--- src/rtl/ahb_slave_if_if.sv ---
// Bus bundle between the AHB fabric and the AHB-side front end of the
// AHB-to-APB bridge.
//   slave  modport: AHB address/data-phase inputs in; strobe, select,
//                   delay-line and error outputs out.
//   master modport: the mirror image, for whatever drives the bus.
interface ahb_slave_if_if #(
  parameter int unsigned ADDR_W = 32,
  parameter int unsigned DATA_W = 32
);

  logic              hwrite;
  logic              hreadyin;
  logic [1:0]        htrans;
  logic [ADDR_W-1:0] haddr;
  logic [DATA_W-1:0] hwdata;

  logic              valid;
  logic [2:0]        tempselx;
  logic [ADDR_W-1:0] haddr1;
  logic [ADDR_W-1:0] haddr2;
  logic [ADDR_W-1:0] haddr3;
  logic [ADDR_W-1:0] haddr4;
  logic [DATA_W-1:0] hwdata1;
  logic [DATA_W-1:0] hwdata2;
  logic [DATA_W-1:0] hwdata3;
  logic [DATA_W-1:0] hwdata4;
  logic              hwritereg;
  logic              hwritereg1;
  logic              addr_err;

  modport slave (
    input  hwrite, hreadyin, htrans, haddr, hwdata,
    output valid, tempselx,
    output haddr1, haddr2, haddr3, haddr4,
    output hwdata1, hwdata2, hwdata3, hwdata4,
    output hwritereg, hwritereg1, addr_err
  );

  modport master (
    output hwrite, hreadyin, htrans, haddr, hwdata,
    input  valid, tempselx,
    input  haddr1, haddr2, haddr3, haddr4,
    input  hwdata1, hwdata2, hwdata3, hwdata4,
    input  hwritereg, hwritereg1, addr_err
  );

endinterface

--- src/rtl/ahb_slave_if.sv ---
// AHB-side front end of the AHB-to-APB bridge.
// Qualifies AHB transfers into a zero-latency valid strobe, decodes a one-hot
// APB slave select, flags live transfers to unmapped addresses, and provides
// free-running 1..4 cycle delay lines of haddr/hwdata and 1..2 of hwrite for
// the downstream APB controller.
// Ports:
//   hclk     bridge clock, rising edge
//   hresetn  asynchronous active-low reset
//   bus      ahb_slave_if_if.slave (inputs hwrite/hreadyin/htrans/haddr/hwdata;
//            outputs valid/tempselx (combinational), haddr1..4, hwdata1..4,
//            hwritereg, hwritereg1, addr_err (registered))
module ahb_slave_if #(
  parameter int unsigned       ADDR_W    = 32,
  parameter int unsigned       DATA_W    = 32,
  parameter logic [ADDR_W-1:0] SLV0_BASE = ADDR_W'(32'h8000_0000),
  parameter logic [ADDR_W-1:0] SLV1_BASE = ADDR_W'(32'h8400_0000),
  parameter logic [ADDR_W-1:0] SLV2_BASE = ADDR_W'(32'h8800_0000),
  parameter logic [ADDR_W-1:0] SLV_SIZE  = ADDR_W'(32'h0400_0000)
) (
  input  logic           hclk,
  input  logic           hresetn,
  ahb_slave_if_if.slave  bus
);

  localparam int unsigned NSTG = 4;

  // Offset form (a - base < size) keeps the window test free of wrap-around
  // even when base + size overflows ADDR_W.
  function automatic logic in_win(input logic [ADDR_W-1:0] a,
                                  input logic [ADDR_W-1:0] base);
    return (a >= base) && ((a - base) < SLV_SIZE);
  endfunction

  logic [2:0] hit_c;
  logic [2:0] sel_c;
  logic       live_c;

  logic [NSTG-1:0][ADDR_W-1:0] haddr_d,  haddr_q;
  logic [NSTG-1:0][DATA_W-1:0] hwdata_d, hwdata_q;
  logic [1:0]                  hwrite_d, hwrite_q;
  logic                        addr_err_d, addr_err_q;

  // Address decode and transfer qualification; lowest index wins on overlap.
  always_comb begin
    hit_c  = 3'b000;
    sel_c  = 3'b000;
    live_c = bus.hreadyin && bus.htrans[1];
    hit_c[0] = in_win(bus.haddr, SLV0_BASE);
    hit_c[1] = in_win(bus.haddr, SLV1_BASE);
    hit_c[2] = in_win(bus.haddr, SLV2_BASE);
    if (hit_c[0]) begin
      sel_c = 3'b001;
    end else if (hit_c[1]) begin
      sel_c = 3'b010;
    end else if (hit_c[2]) begin
      sel_c = 3'b100;
    end
  end

  // Combinational outputs are held low while reset is asserted.
  assign bus.tempselx = hresetn ? sel_c : 3'b000;
  assign bus.valid    = hresetn && live_c && (|hit_c);

  // Next-state: delay lines shift every edge, independent of ready/valid.
  always_comb begin
    haddr_d    = {haddr_q[NSTG-2:0], bus.haddr};
    hwdata_d   = {hwdata_q[NSTG-2:0], bus.hwdata};
    hwrite_d   = {hwrite_q[0], bus.hwrite};
    addr_err_d = live_c && !(|hit_c);
  end

  always_ff @(posedge hclk or negedge hresetn) begin
    if (!hresetn) begin
      haddr_q    <= '0;
      hwdata_q   <= '0;
      hwrite_q   <= '0;
      addr_err_q <= 1'b0;
    end else begin
      haddr_q    <= haddr_d;
      hwdata_q   <= hwdata_d;
      hwrite_q   <= hwrite_d;
      addr_err_q <= addr_err_d;
    end
  end

  assign bus.haddr1     = haddr_q[0];
  assign bus.haddr2     = haddr_q[1];
  assign bus.haddr3     = haddr_q[2];
  assign bus.haddr4     = haddr_q[3];
  assign bus.hwdata1    = hwdata_q[0];
  assign bus.hwdata2    = hwdata_q[1];
  assign bus.hwdata3    = hwdata_q[2];
  assign bus.hwdata4    = hwdata_q[3];
  assign bus.hwritereg  = hwrite_q[0];
  assign bus.hwritereg1 = hwrite_q[1];
  assign bus.addr_err   = addr_err_q;

endmodule

--- src/flat_wrapper.sv ---
// flat-port wrapper written by rule: the top's interface ports become plain ports
module ahb_slave_if_flat 
#(
  parameter int unsigned       ADDR_W    = 32,
  parameter int unsigned       DATA_W    = 32,
  parameter logic [ADDR_W-1:0] SLV0_BASE = ADDR_W'(32'h8000_0000),
  parameter logic [ADDR_W-1:0] SLV1_BASE = ADDR_W'(32'h8400_0000),
  parameter logic [ADDR_W-1:0] SLV2_BASE = ADDR_W'(32'h8800_0000),
  parameter logic [ADDR_W-1:0] SLV_SIZE  = ADDR_W'(32'h0400_0000)
)
  (hclk, hresetn, bus_hwrite, bus_hreadyin, bus_htrans, bus_haddr, bus_hwdata, bus_valid, bus_tempselx, bus_haddr1, bus_haddr2, bus_haddr3, bus_haddr4, bus_hwdata1, bus_hwdata2, bus_hwdata3, bus_hwdata4, bus_hwritereg, bus_hwritereg1, bus_addr_err);
  ahb_slave_if_if #(.ADDR_W(ADDR_W), .DATA_W(DATA_W)) bus_i ();
  input  logic hclk;
  input  logic hresetn;
  input wire logic [$bits(bus_i.hwrite)-1:0] bus_hwrite;
  input wire logic [$bits(bus_i.hreadyin)-1:0] bus_hreadyin;
  input wire logic [$bits(bus_i.htrans)-1:0] bus_htrans;
  input wire logic [$bits(bus_i.haddr)-1:0] bus_haddr;
  input wire logic [$bits(bus_i.hwdata)-1:0] bus_hwdata;
  output wire logic [$bits(bus_i.valid)-1:0] bus_valid;
  output wire logic [$bits(bus_i.tempselx)-1:0] bus_tempselx;
  output wire logic [$bits(bus_i.haddr1)-1:0] bus_haddr1;
  output wire logic [$bits(bus_i.haddr2)-1:0] bus_haddr2;
  output wire logic [$bits(bus_i.haddr3)-1:0] bus_haddr3;
  output wire logic [$bits(bus_i.haddr4)-1:0] bus_haddr4;
  output wire logic [$bits(bus_i.hwdata1)-1:0] bus_hwdata1;
  output wire logic [$bits(bus_i.hwdata2)-1:0] bus_hwdata2;
  output wire logic [$bits(bus_i.hwdata3)-1:0] bus_hwdata3;
  output wire logic [$bits(bus_i.hwdata4)-1:0] bus_hwdata4;
  output wire logic [$bits(bus_i.hwritereg)-1:0] bus_hwritereg;
  output wire logic [$bits(bus_i.hwritereg1)-1:0] bus_hwritereg1;
  output wire logic [$bits(bus_i.addr_err)-1:0] bus_addr_err;
  assign bus_i.hwrite = bus_hwrite;
  assign bus_i.hreadyin = bus_hreadyin;
  assign bus_i.htrans = bus_htrans;
  assign bus_i.haddr = bus_haddr;
  assign bus_i.hwdata = bus_hwdata;
  assign bus_valid = bus_i.valid;
  assign bus_tempselx = bus_i.tempselx;
  assign bus_haddr1 = bus_i.haddr1;
  assign bus_haddr2 = bus_i.haddr2;
  assign bus_haddr3 = bus_i.haddr3;
  assign bus_haddr4 = bus_i.haddr4;
  assign bus_hwdata1 = bus_i.hwdata1;
  assign bus_hwdata2 = bus_i.hwdata2;
  assign bus_hwdata3 = bus_i.hwdata3;
  assign bus_hwdata4 = bus_i.hwdata4;
  assign bus_hwritereg = bus_i.hwritereg;
  assign bus_hwritereg1 = bus_i.hwritereg1;
  assign bus_addr_err = bus_i.addr_err;
  ahb_slave_if #(.ADDR_W(ADDR_W), .DATA_W(DATA_W), .SLV0_BASE(SLV0_BASE), .SLV1_BASE(SLV1_BASE), .SLV2_BASE(SLV2_BASE), .SLV_SIZE(SLV_SIZE)) u_core (.hclk(hclk), .hresetn(hresetn), .bus(bus_i));
endmodule
--- config.mk ---
export PLATFORM = sky130hd
export DESIGN_NAME = ahb_slave_if_flat
export DESIGN_NICKNAME = d
export VERILOG_FILES = /design/src/rtl/ahb_slave_if_if.sv /design/src/rtl/ahb_slave_if.sv /design/src/flat_wrapper.sv
export SDC_FILE = /design/constraint.sdc
export NUM_CORES = 1
export LEC_CHECK = 0
export CAP_MARGIN = 20
export CORE_ASPECT_RATIO = 0.7
export CORE_MARGIN = 3
export CORE_UTILIZATION = 42
export CTS_CLUSTER_SIZE = 20
export DETAILED_ROUTE_END_ITERATION = 8
export HOLD_SLACK_MARGIN = 0.05
export MAX_ROUTING_LAYER = met4
export PLACE_DENSITY_LB_ADDON = 0.1
export SKIP_LAST_GASP = 1
export SYNTH_ARGS = -nofsm -noshare
export SYNTH_HDL_FRONTEND = slang
export SYNTH_SLANG_ARGS = --single-unit
--- constraint.sdc ---
create_clock -name hclk -period 3.55 [get_ports hclk]
set_input_delay 0.71 -clock hclk [delete_from_list [all_inputs] [get_ports hclk]]
set_output_delay 0.71 -clock hclk [all_outputs]
set_load 0.005 [all_outputs]
==> run summary <==
status -> complete, no violations
Slowest cell on crit path -> clkdlybuf4s50_1
DRT iter0 DRCs -> 131
hold crit path type -> register to register
Ys Warns -> 0
Routed WL per cell -> 19.4 um
IO Count -> 333
Max Slew Vio Count -> 0
WHS Path Cells -> 0
Worst setup EP type -> primary output
DR vias -> 3775
Setup-failing EPs final -> 0
Mapped Area -> 6660 um2
DIE HEIGHT -> 111 um
first-pass GRT wire length -> 24700 um
chip width -> 156 um
core box area -> 15100 um2
post-route ant nets -> 0
setup_tns -> 0 ns
Worst Path Required -> 2.84 ns
Num CTS Buffers -> 23
setup slack, reg-to-reg -> 3.02 ns
maxcap violations -> 0
static leakage -> 4.82 nW
Period minus WS final -> 3.37 ns
worst vdd ir -> 0.000394 V
maximum fanout along the worst path -> 3
sequential fraction of the synthesis area -> 97.4%
clock buffer depth -> 3
Reg power frac -> 51.9%
total setup buffers inserted after CTS -> 0
unrepaired setup endpoints after global routing -> false
Logic pwr share -> 8.2%
Row Count -> 37
worst path cell trace -> clkdlybuf4s50_1, inv_2, ha_1, and2b_1, xnor2_1, and3_4, and2_1, clkdlybuf4s50_1
Synth area leaders -> dfrtp_1, ha_1, nor3_1, a211oi_2, and3_4
arrival time worst endpoint -> 2.66 ns
PwrDens -> 554 nW/um2
overall die area -> 17400 um2
syn avg cell area -> 23.4 um2
fin nets -> 717
gr usage total -> 19.4%
Fmax -> 0.297 GHz
CTS tree -> done
Area Overhead vs Synth -> 65.8%
CP top delay family -> buffers and inverters
Crit Path Category -> primary input to primary output
GPL Wtd Cong -> 0.923
GR Overflow Total -> 0
Core Util, Final -> 73.1%
worst-case clock skew -> 0.00555 ns
Sw Pwr -> 1.23 mW
antenna diode count -> 0
Clock Sinks -> 259
count of cell types in the netlist -> 20
routed vias/inst -> 4.42
Post-Syn Nets -> 356
Worst Hold Launch -> u_core.bus.hwdata3[10]$_DFF_PN0_
Synth area leader -> dfrtp_1
largest net degree at the start of global routing -> 190
I/O Buffers -> 331
R2R cell count -> 0
Slew headroom -> 36.4%
post-synth top area share -> 97.4%
Post-Route WL -> 16600 um
most common cell after layout, fill and taps aside -> clkdlybuf4s50_1
Clock Tree Root -> clkbuf_16
critical path buffer and inverter count -> 3
power share of the clock group -> 39.9%
measured slew at the worst slew-check pin -> 0.954 ns
Int Pwr -> 4.88 mW
initial antenna violation count -> 0
vias in the first global route -> 4165
starting density of the core -> 44.1%
Cells after Synth -> 284
htree depth -> 1
most frequent cells in the layout -> clkdlybuf4s50_1, dfrtp_1, clkbuf_16, clkinv_2, clkbuf_8
drt first pass iters -> 4
switch share -> 20.1%
clock insertion delay at the later pin of the skew report -> 0.49 ns
HPWL after detailed placement -> 12100 um
reg2reg end -> u_core.bus.haddr3[11]$_DFF_PN0_
period utilisation layout -> 95.0%
Remaining DRCs -> 0
#FFs+latches synth -> 259
critical path launch point type -> primary input
CP peak stage delay -> 0.50 ns
most numerous cell on the critical path -> clkdlybuf4s50_1
fraction of layout cells with a size suffix above 1 -> 6.97%
hold endpoint -> u_core.bus.hwdata4[10]$_DFF_PN0_
R2R Path Start -> u_core.bus.haddr2[11]$_DFF_PN0_
CTS clk-pin slew, worst paths -> 0.06 ns
Fin. Hold Viols -> 0
[flip-flops by register name, summed over array words and instances (netlist names)]
| signal | flops |
|---|---|
| u_core.bus.hwdata1 | 32 |
| u_core.bus.hwdata2 | 32 |
| u_core.hwrite_q | 2 |
| u_core.bus.hwdata4 | 32 |
| u_core.bus.addr_err | 1 |
| u_core.bus.haddr2 | 32 |
| u_core.bus.haddr4 | 32 |
| u_core.bus.haddr1 | 32 |
| u_core.bus.haddr3 | 32 |
| u_core.bus.hwdata3 | 32 |
[worst max path at each step]
stage                   from         endpoint  slack (ns)  cells after the start
2_1_floorplan  bus_haddr[27]        bus_valid        1.18                      6
3_3_place_gp   bus_haddr[27]        bus_valid        0.16                      8
3_5_place_dp   bus_haddr[27]        bus_valid        0.04                      8
4_1_cts        bus_haddr[27]        bus_valid        0.04                      8
5_1_grt        bus_haddr[27]  bus_tempselx[1]        0.09                      8
6_report       bus_haddr[27]  bus_tempselx[1]        0.18                      8
[layer usage]
layer,global-route usage (%),wire [um]
met5,-,0
met4,3.79,303
met3,10.3,2160
met2,33.5,8740
met1,19.5,5360
[stage by stage]
stage | area, um2 | total power [mW] | instances | setup WS [ns] | hold WS (ns)
finish | 11000 | 6.11 | 855 | 0.178 | 0.370
global route | 11000 | 6.36 | 855 | 0.0921 | 0.377
CTS | 11000 | 6.20 | 855 | 0.0372 | 0.372
detailed placement | 10300 | 3.73 | 814 | 0.0371 | 0.359
global placement | 10300 | 3.72 | 814 | 0.156 | 0.355
floorplan | 6660 | 3.25 | 284 | 1.18 | 0.376
[kinds of logic (layout without fill, tap and decap cells)]
group / Yosys count / count (layout) / share of synthesized area (%)
flip-flops: 259 / 259 / 97.4
AND/OR/NAND/NOR: 15 / 15 / 1.43
AO/OA/AOI/OAI: 5 / 5 / 0.601
adder cells (fa/ha/maj): 2 / 2 / 0.376
buffers and inverters: 2 / 378 / 0.113
XOR/XNOR: 1 / 1 / 0.132
[cell usage after synthesis]
| library cell | number |
|---|---|
| ha_1 | 2 |
| dfrtp_1 | 259 |
| and4_1 | 1 |
| o21ai_0 | 1 |
| nor2_1 | 1 |
| nand2b_1 | 1 |
| nor3_1 | 4 |
| and3b_1 | 1 |
| o2111a_1 | 1 |
| a21oi_1 | 1 |
| xnor2_1 | 1 |
| nand2_1 | 2 |
| a211oi_2 | 1 |
| nand4b_1 | 1 |
| and3_4 | 1 |
| inv_1 | 2 |
| nand4_1 | 1 |
| and2_1 | 1 |
| a31oi_1 | 1 |
| and2b_1 | 1 |
[cell type report]
cell class                 count  area [um2]
tap                          195         244
timing repair buffer         336        3370
clock buffer                  32         669
multi-input combinational     23         171
sequential                   259        6480
clock inverter                 8        90.1
fill                         961        4060
inverter                       2        7.51
[power by group through the flow]
| stage | clock network (mW) | logic, mW | registers [mW] |
|---|---|---|---|
| floorplan | 0 | 0.00980 | 3.24 |
| global placement | 0 | 0.505 | 3.22 |
| detailed placement | 0 | 0.508 | 3.23 |
| CTS | 2.52 | 0.513 | 3.17 |
| global route | 2.63 | 0.537 | 3.19 |
| finish | 2.44 | 0.500 | 3.17 |
[timing repair]
item                                    CTS  global route
resized for setup                         0             3
hold buffers                              1             0
endpoints found under the setup margin    0             1
hold endpoints to repair                  8             0
Power figures use the tool's default switching activity.
